`src/rtl/glb_cfg_req_ctrl_if.sv`:
```
// Bundle of the request/response stream and the if_cfg tile-chain port
// used by glb_cfg_req_ctrl. The "slave" modport is the sequencer side.
interface glb_cfg_req_ctrl_if #(
    parameter int unsigned AXI_ADDR_WIDTH = 12,
    parameter int unsigned AXI_DATA_WIDTH = 32
);
    // request stream
    logic                      req_valid;
    logic                      req_ready;
    logic                      req_write;
    logic [AXI_ADDR_WIDTH-1:0] req_addr;
    logic [AXI_DATA_WIDTH-1:0] req_data;
    // response stream
    logic                      rsp_valid;
    logic                      rsp_ready;
    logic [AXI_DATA_WIDTH-1:0] rsp_data;
    logic                      rsp_err;
    // tile-chain config port
    logic                      if_cfg_wr_en;
    logic                      if_cfg_wr_clk_en;
    logic [AXI_ADDR_WIDTH-1:0] if_cfg_wr_addr;
    logic [AXI_DATA_WIDTH-1:0] if_cfg_wr_data;
    logic                      if_cfg_rd_en;
    logic                      if_cfg_rd_clk_en;
    logic [AXI_ADDR_WIDTH-1:0] if_cfg_rd_addr;
    logic [AXI_DATA_WIDTH-1:0] if_cfg_rd_data;
    logic                      if_cfg_rd_data_valid;

    modport slave (
        input  req_valid, req_write, req_addr, req_data, rsp_ready,
               if_cfg_rd_data, if_cfg_rd_data_valid,
        output req_ready, rsp_valid, rsp_data, rsp_err,
               if_cfg_wr_en, if_cfg_wr_clk_en, if_cfg_wr_addr, if_cfg_wr_data,
               if_cfg_rd_en, if_cfg_rd_clk_en, if_cfg_rd_addr
    );

    modport master (
        output req_valid, req_write, req_addr, req_data, rsp_ready,
               if_cfg_rd_data, if_cfg_rd_data_valid,
        input  req_ready, rsp_valid, rsp_data, rsp_err,
               if_cfg_wr_en, if_cfg_wr_clk_en, if_cfg_wr_addr, if_cfg_wr_data,
               if_cfg_rd_en, if_cfg_rd_clk_en, if_cfg_rd_addr
    );
endinterface

```
`src/rtl/glb_cfg_req_ctrl.sv`:
```
// Upstream config-request sequencer for the GLB tile chain. Turns one
// valid/ready request at a time into a single-cycle if_cfg write or read
// strobe, waits (bounded) for the read return and emits one response.
module glb_cfg_req_ctrl #(
    parameter int unsigned AXI_ADDR_WIDTH = 12,
    parameter int unsigned AXI_DATA_WIDTH = 32,
    parameter int unsigned RD_TIMEOUT     = 16
) (
    input  logic               clk,
    input  logic               reset,
    glb_cfg_req_ctrl_if.slave  bus
);
    localparam int unsigned       CNT_W    = $clog2(RD_TIMEOUT + 1);
    localparam logic [CNT_W-1:0]  CNT_LAST = CNT_W'(RD_TIMEOUT - 1);

    typedef enum logic [2:0] {
        IDLE,
        WR,
        RD_ISSUE,
        RD_WAIT,
        RESP
    } state_t;

    state_t                    state_q, state_d;
    logic [CNT_W-1:0]          cnt_q, cnt_d;
    logic                      wr_en_q, wr_en_d;
    logic                      wr_clk_en_q, wr_clk_en_d;
    logic [AXI_ADDR_WIDTH-1:0] wr_addr_q, wr_addr_d;
    logic [AXI_DATA_WIDTH-1:0] wr_data_q, wr_data_d;
    logic                      rd_en_q, rd_en_d;
    logic                      rd_clk_en_q, rd_clk_en_d;
    logic [AXI_ADDR_WIDTH-1:0] rd_addr_q, rd_addr_d;
    logic [AXI_DATA_WIDTH-1:0] rsp_data_q, rsp_data_d;
    logic                      rsp_err_q, rsp_err_d;

    // Next-state and next-output logic; strobes are computed one state ahead
    // so they are registered and land exactly in the WR / RD_ISSUE cycle.
    always_comb begin
        state_d     = state_q;
        cnt_d       = cnt_q;
        wr_en_d     = 1'b0;
        wr_clk_en_d = 1'b0;
        wr_addr_d   = wr_addr_q;
        wr_data_d   = wr_data_q;
        rd_en_d     = 1'b0;
        rd_clk_en_d = 1'b0;
        rd_addr_d   = rd_addr_q;
        rsp_data_d  = rsp_data_q;
        rsp_err_d   = rsp_err_q;

        unique case (state_q)
            IDLE: begin
                if (bus.req_valid) begin
                    if (bus.req_write) begin
                        state_d     = WR;
                        wr_en_d     = 1'b1;
                        wr_clk_en_d = 1'b1;
                        wr_addr_d   = bus.req_addr;
                        wr_data_d   = bus.req_data;
                    end else begin
                        state_d     = RD_ISSUE;
                        rd_en_d     = 1'b1;
                        rd_clk_en_d = 1'b1;
                        rd_addr_d   = bus.req_addr;
                    end
                end
            end
            WR: begin
                rsp_data_d = '0;
                rsp_err_d  = 1'b0;
                state_d    = RESP;
            end
            RD_ISSUE: begin
                cnt_d       = '0;
                rd_clk_en_d = 1'b1;
                state_d     = RD_WAIT;
            end
            RD_WAIT: begin
                // a return on the last allowed cycle beats the timeout
                if (bus.if_cfg_rd_data_valid) begin
                    rsp_data_d = bus.if_cfg_rd_data;
                    rsp_err_d  = 1'b0;
                    state_d    = RESP;
                end else if (cnt_q == CNT_LAST) begin
                    rsp_data_d = '0;
                    rsp_err_d  = 1'b1;
                    state_d    = RESP;
                end else begin
                    cnt_d       = cnt_q + 1'b1;
                    rd_clk_en_d = 1'b1;
                end
            end
            RESP: begin
                if (bus.rsp_ready) begin
                    state_d = IDLE;
                end
            end
            default: begin
                state_d = IDLE;
            end
        endcase
    end

    // State and registered outputs; async active-low reset drops any pending request.
    always_ff @(posedge clk or negedge reset) begin
        if (!reset) begin
            state_q     <= IDLE;
            cnt_q       <= '0;
            wr_en_q     <= 1'b0;
            wr_clk_en_q <= 1'b0;
            wr_addr_q   <= '0;
            wr_data_q   <= '0;
            rd_en_q     <= 1'b0;
            rd_clk_en_q <= 1'b0;
            rd_addr_q   <= '0;
            rsp_data_q  <= '0;
            rsp_err_q   <= 1'b0;
        end else begin
            state_q     <= state_d;
            cnt_q       <= cnt_d;
            wr_en_q     <= wr_en_d;
            wr_clk_en_q <= wr_clk_en_d;
            wr_addr_q   <= wr_addr_d;
            wr_data_q   <= wr_data_d;
            rd_en_q     <= rd_en_d;
            rd_clk_en_q <= rd_clk_en_d;
            rd_addr_q   <= rd_addr_d;
            rsp_data_q  <= rsp_data_d;
            rsp_err_q   <= rsp_err_d;
        end
    end

    assign bus.req_ready        = (state_q == IDLE);
    assign bus.rsp_valid        = (state_q == RESP);
    assign bus.rsp_data         = rsp_data_q;
    assign bus.rsp_err          = rsp_err_q;
    assign bus.if_cfg_wr_en     = wr_en_q;
    assign bus.if_cfg_wr_clk_en = wr_clk_en_q;
    assign bus.if_cfg_wr_addr   = wr_addr_q;
    assign bus.if_cfg_wr_data   = wr_data_q;
    assign bus.if_cfg_rd_en     = rd_en_q;
    assign bus.if_cfg_rd_clk_en = rd_clk_en_q;
    assign bus.if_cfg_rd_addr   = rd_addr_q;
endmodule

```
`src/flat_wrapper.sv`:
```
// flat-port wrapper written by rule: the top's interface ports become plain ports
module glb_cfg_req_ctrl_flat 
#(
    parameter int unsigned AXI_ADDR_WIDTH = 12,
    parameter int unsigned AXI_DATA_WIDTH = 32,
    parameter int unsigned RD_TIMEOUT     = 16
)
  (clk, reset, bus_req_valid, bus_req_write, bus_req_addr, bus_req_data, bus_rsp_ready, bus_if_cfg_rd_data, bus_if_cfg_rd_data_valid, bus_req_ready, bus_rsp_valid, bus_rsp_data, bus_rsp_err, bus_if_cfg_wr_en, bus_if_cfg_wr_clk_en, bus_if_cfg_wr_addr, bus_if_cfg_wr_data, bus_if_cfg_rd_en, bus_if_cfg_rd_clk_en, bus_if_cfg_rd_addr);
  glb_cfg_req_ctrl_if #(.AXI_ADDR_WIDTH(AXI_ADDR_WIDTH), .AXI_DATA_WIDTH(AXI_DATA_WIDTH)) bus_i ();
  input  logic clk;
  input  logic reset;
  input wire logic [$bits(bus_i.req_valid)-1:0] bus_req_valid;
  input wire logic [$bits(bus_i.req_write)-1:0] bus_req_write;
  input wire logic [$bits(bus_i.req_addr)-1:0] bus_req_addr;
  input wire logic [$bits(bus_i.req_data)-1:0] bus_req_data;
  input wire logic [$bits(bus_i.rsp_ready)-1:0] bus_rsp_ready;
  input wire logic [$bits(bus_i.if_cfg_rd_data)-1:0] bus_if_cfg_rd_data;
  input wire logic [$bits(bus_i.if_cfg_rd_data_valid)-1:0] bus_if_cfg_rd_data_valid;
  output wire logic [$bits(bus_i.req_ready)-1:0] bus_req_ready;
  output wire logic [$bits(bus_i.rsp_valid)-1:0] bus_rsp_valid;
  output wire logic [$bits(bus_i.rsp_data)-1:0] bus_rsp_data;
  output wire logic [$bits(bus_i.rsp_err)-1:0] bus_rsp_err;
  output wire logic [$bits(bus_i.if_cfg_wr_en)-1:0] bus_if_cfg_wr_en;
  output wire logic [$bits(bus_i.if_cfg_wr_clk_en)-1:0] bus_if_cfg_wr_clk_en;
  output wire logic [$bits(bus_i.if_cfg_wr_addr)-1:0] bus_if_cfg_wr_addr;
  output wire logic [$bits(bus_i.if_cfg_wr_data)-1:0] bus_if_cfg_wr_data;
  output wire logic [$bits(bus_i.if_cfg_rd_en)-1:0] bus_if_cfg_rd_en;
  output wire logic [$bits(bus_i.if_cfg_rd_clk_en)-1:0] bus_if_cfg_rd_clk_en;
  output wire logic [$bits(bus_i.if_cfg_rd_addr)-1:0] bus_if_cfg_rd_addr;
  assign bus_i.req_valid = bus_req_valid;
  assign bus_i.req_write = bus_req_write;
  assign bus_i.req_addr = bus_req_addr;
  assign bus_i.req_data = bus_req_data;
  assign bus_i.rsp_ready = bus_rsp_ready;
  assign bus_i.if_cfg_rd_data = bus_if_cfg_rd_data;
  assign bus_i.if_cfg_rd_data_valid = bus_if_cfg_rd_data_valid;
  assign bus_req_ready = bus_i.req_ready;
  assign bus_rsp_valid = bus_i.rsp_valid;
  assign bus_rsp_data = bus_i.rsp_data;
  assign bus_rsp_err = bus_i.rsp_err;
  assign bus_if_cfg_wr_en = bus_i.if_cfg_wr_en;
  assign bus_if_cfg_wr_clk_en = bus_i.if_cfg_wr_clk_en;
  assign bus_if_cfg_wr_addr = bus_i.if_cfg_wr_addr;
  assign bus_if_cfg_wr_data = bus_i.if_cfg_wr_data;
  assign bus_if_cfg_rd_en = bus_i.if_cfg_rd_en;
  assign bus_if_cfg_rd_clk_en = bus_i.if_cfg_rd_clk_en;
  assign bus_if_cfg_rd_addr = bus_i.if_cfg_rd_addr;
  glb_cfg_req_ctrl #(.AXI_ADDR_WIDTH(AXI_ADDR_WIDTH), .AXI_DATA_WIDTH(AXI_DATA_WIDTH), .RD_TIMEOUT(RD_TIMEOUT)) u_core (.clk(clk), .reset(reset), .bus(bus_i));
endmodule
```
`config.mk`:
```
export PLATFORM = sky130hd
export DESIGN_NAME = glb_cfg_req_ctrl_flat
export DESIGN_NICKNAME = d
export VERILOG_FILES = /design/src/rtl/glb_cfg_req_ctrl_if.sv /design/src/rtl/glb_cfg_req_ctrl.sv /design/src/flat_wrapper.sv
export SDC_FILE = /design/constraint.sdc
export NUM_CORES = 1
export LEC_CHECK = 0
export CELL_PAD_IN_SITES_DETAIL_PLACEMENT = 0
export CELL_PAD_IN_SITES_GLOBAL_PLACEMENT = 2
export CORE_ASPECT_RATIO = 1.1
export CORE_UTILIZATION = 29
export DETAILED_ROUTE_END_ITERATION = 8
export PLACE_DENSITY_LB_ADDON = 0.1
export RECOVER_POWER = 25
export SLEW_MARGIN = 15
export SYNTH_ARGS = -nofsm -noshare
export SYNTH_HDL_FRONTEND = slang
export SYNTH_SLANG_ARGS = --single-unit
```
`constraint.sdc`:
```
create_clock -name clk -period 6.4 [get_ports clk]
set_clock_uncertainty 0.15 [all_clocks]
set_input_delay 0.96 -clock clk [delete_from_list [all_inputs] [get_ports clk]]
set_output_delay 0.96 -clock clk [all_outputs]
set_load 0.1 [all_outputs]
```
# Word level (Yosys, flattened, before mapping)
# Index checks and enable logic that the tools add are counted.
[totals] register_bits=100 in_bits=82 output_inout_bits=95 wordCells=54
[classes] add_sub_neg=1 eq_ne=10 muxes=24 bitwise_logic=1 n_reduce_logical=8
[ops] operator="32-bit 2-to-1 mux" n=2
[ops] operator="32-bit case mux with 2 select lines" n=1
[ops] operator="3-bit case mux with 5 select lines" n=1
[ops] operator="3-bit 2-to-1 mux" n=4
[ops] operator="3-bit AND reduction" n=4
[ops] operator="1-bit 2-to-1 mux" n=10
[ops] operator="5-bit 2-to-1 mux" n=2
[ops] operator="5-bit case mux with 2 select lines" n=1
[ops] operator="2-bit inequality test, second input constant" n=4
[ops] operator="3-bit by 2-bit == test with 1-bit output, second input constant" n=2
[ops] operator="5-bit by 1-bit adder with 5-bit output, second input constant" n=1
[ops] operator="5-bit by 4-bit == test with 1-bit output, second input constant" n=1
[ops] operator="2-bit nonzero test" n=2
[ops] operator="3-bit by 1-bit == test with 1-bit output, second input constant" n=1
[ops] operator="3-bit == test, second input constant" n=1
[ops] operator="3-bit logical NOT" n=1
[ops] operator="3-bit by 2-bit inequality test with 1-bit output, second input constant" n=1
[ops] operator="1-bit case mux with 3 select lines" n=1
[ops] operator="2-bit 2-to-1 mux" n=1
[ops] operator="1-bit case mux with 2 select lines" n=1
[ops] operator="2-bit AND reduction" n=1
[ops] operator="1-bit NOT" n=1

# Depth between registers and ports, before layout
[depth] depth_word=4 mapped_depth=6 depth_no_buf=6

# Worst setup path before layout
# OpenSTA, ideal clock, no wires.
[synth_timing] path_type="flip-flop to output port" start="register u_core.state_q[0]" end="output port bus_rsp_valid" arrival_time_ns=1.374 required_ns=5.290 slack_ns=3.916 path_stages_with_launch=5 n_path_buf=1 path_cell_list="dfrtp_1 -> clkbuf_1 -> nor2_1 -> nand2_1 -> inv_1"
[synth_between] elab_chain_cells=1
[synth_lines] item="start: declaration" line="glb_cfg_req_ctrl.sv:24" rtl="state_t state_q, state_d;"
[synth_lines] item="start signal: assignment" line="glb_cfg_req_ctrl.sv:119" rtl="state_q <= state_d;"
[synth_lines] item="3-bit == test" line="glb_cfg_req_ctrl.sv:134" rtl="assign bus.rsp_valid = (state_q == RESP);"
[synth_lines] item="end: declaration" line="flat_wrapper.sv:20" rtl="output wire logic [$bits(bus_i.rsp_valid)-1:0] bus_rsp_valid;"
# No other way between the ends.

==> impl_metrics.toml <==
[outcome]
outcome = "complete, but fails checks"
failed_checks = "capacitance limit, slew limit"

[critical_path]
critPathRequiredTime_ns = 6.41
crit_family = "buffers and inverters"
path_class = "in -> async"
crit_fanout = 62
cpPeakStageDelay_ns = 1.61
cpMaxStageDelayCell = "clkbuf_1"
path_buf_inv = 2
cp-end-kind = "asynchronous set/reset pin"
path_cells = "clkbuf_1, clkbuf_2"
crit_path_start_kind = "primary input"
worstPathArrival_ns = 4.06

[cells_and_area]
finalInstanceArea_mm2 = 0.00618
nets = 513
drive_above_1_share_pct = 18.0
antennaDiodeCount = 0
area_growth_pct = 52.5

[logic_synthesis]
ys_seq_elements = 100
synthTopCellsByArea = "dfrtp_1 (62%), mux2_4 (14%), a22o_1 (7.1%), mux2_2 (4.7%), buf_12 (2.0%)"
synth_most_common_cell = "dfrtp_1"
syn_nets = 339
synthFlopType = "dfrtp_1"
synth_commonest_cells = "dfrtp_1 (100), mux2_4 (39), a22o_1 (33), mux2_2 (17), nand2_1 (7)"
synth_edf_count = 0
synth_top_area_share_pct = 61.8
yosys.area.top_type = "dfrtp_1"
synth_area_per_cell_um2 = 15.9
synth_area_mm2 = 0.00405
ys_types = 33
synth_warnings = 0
async_reset_ff_share_pct = 100
synthCells = 255
yosysSeqAreaShare_pct = 61.8

[floorplanning]
die_w_um = 115
dieArea_mm2 = 0.0144
core_mm2 = 0.0134
fp.dieH_um = 126
placementRows = 44
io_pins = 177
start_util_pct = 30.2

[grt]
grt_pass1_wl_um = 16200
grt_pass1_vias = 3043
grt_use_total_pct = 14.8
antenna_found_initial = 0
grt_max_degree = 63
overflow = 0

[clock_network]
ctsResizeCount = 0
postCtsHoldBufs = 0
cts_setup_buffers = 0
ctsHtreeMaxLevel = 3
cts_sinks = 100
cts_tree = "built"
clk_latency_ns = 0.35
clock_path_buffers = 2
numCtsBuffers = 9
clk_pin_slew_worst_paths_ns = 0.06
root_buffer = "clkbuf_16"

[route]
drc = 0
vias = 2786
drtAntennaViolNets = 0
wl_per_cell_um = 16.5
drt_iter0_markers = 80
viasPerCell = 4.52
dr.pass1.iters = 4
routed_wl_um = 10200

[sta]
tightest_slew_ns = 2.31
setup_tns_ns = 0
rsz0062_at_grt = "no"
hold_violations = 0
period_share_pct = 63.4
max_slew_margin_pct = -53.9
min_period_ns = 4.05
setup_viol = 0
max_clock_freq_mhz = 247
slew_violations = 103

[run]
drv_cap = 2

[placed_design]
dpl_cell_area_mm2 = 0.00589
gp_congestion = 0.715
dp_hpwl_um = 6880
io_buffer_count = 176

[min_path]
hold_class = "reg -> reg"
final timing paths:
path	endpoint	depth (start not counted)	slack (ns)	from
worst max register to register	u_core.bus.if_cfg_wr_addr[4]	3	4.07	u_core.state_q[0]
worst min register to register	u_core.bus.rsp_data[27]	1	0.35	u_core.bus.rsp_data[27]
worst min-delay path	u_core.bus.rsp_data[27]	1	0.35	u_core.bus.rsp_data[27]
min in group asynchronous	u_core.bus.if_cfg_wr_data[14]	1	1.15	reset
worst max-delay path	u_core.bus.rsp_data[13]	2	2.35	reset
max in group clk	bus_req_ready	2	2.93	u_core.state_q[0]
flip-flops by register name, indices dropped and copies added, names as in the netlist:
register	flops
u_core.cnt_q	5
u_core.bus.rsp_data	32
u_core.bus.rsp_err	1
u_core.bus.if_cfg_rd_clk_en	1
u_core.state_q	3
u_core.bus.if_cfg_wr_data	32
u_core.bus.if_cfg_rd_en	1
u_core.bus.if_cfg_wr_clk_en	1
u_core.bus.if_cfg_rd_addr	12
u_core.bus.if_cfg_wr_addr	12
through the flow:
stage	hold slack (ns)	setup slack (ns)	util (%)	std cells
after floorplan	0.327	3.92	-	255
after global placement	0.333	3.30	43.9	602
after detailed placement	0.331	3.30	43.9	602
after CTS	0.354	2.91	46.0	617
after global routing	0.363	1.62	46.0	617
final	0.348	2.35	46.0	617
cell families (layout without fill, tap and decap cells):
family / after synthesis / after routing / synth area share (%)
buffers and inverters: 19 / 197 / 4.54
adders and majority gates: 2 / 2 / 0.618
AOI/OAI and AO/OA: 46 / 46 / 9.05
muxes: 56 / 56 / 19.2
and+or+nand+nor: 32 / 32 / 4.85
DFF: 100 / 100 / 61.8
routing by layer:
| layer | wire, µm | up-vias | track usage, % |
|---|---|---|---|
| li1 | - | 1274 | - |
| met1 | 4550 | 1413 | 18.9 |
| met2 | 4930 | 88 | 24.2 |
| met3 | 487 | 11 | 2.79 |
| met4 | 188 | 0 | 6.88 |
| met5 | 0 | - | 0 |
placed cells by master, fill, tap and decap left out, types with 2 or more instances in the layout:
cell type and instances:
a21oi_1 5, mux2_4 39, buf_4 2, nand3_1 4, ha_1 2, clkbuf_1 2
nor2b_1 2, inv_1 3, nand2_1 7, dlygate4sd3_1 2, o21ai_0 3, nor2_1 3
nand3b_1 2, mux2_2 17, dfrtp_1 100, a22o_1 33, nand2b_1 3, and3_1 2
clkdlybuf4s50_1 173, inv_6 2, clkbuf_16 9, o211ai_1 2, nor3b_1 2
area by class of cell:
cell class,instances,area [µm²]
repair buffers,179,1780
inverters,3,11.3
clock buffers,10,229
fillers,1268,7250
well taps,184,230
flip-flops and latches,100,2500
clock inverters,5,61.3
multi-input cells,136,1370
Power is not shown: default switching activity piles up to over one toggle a cycle in this logic, so the estimate is an artifact.
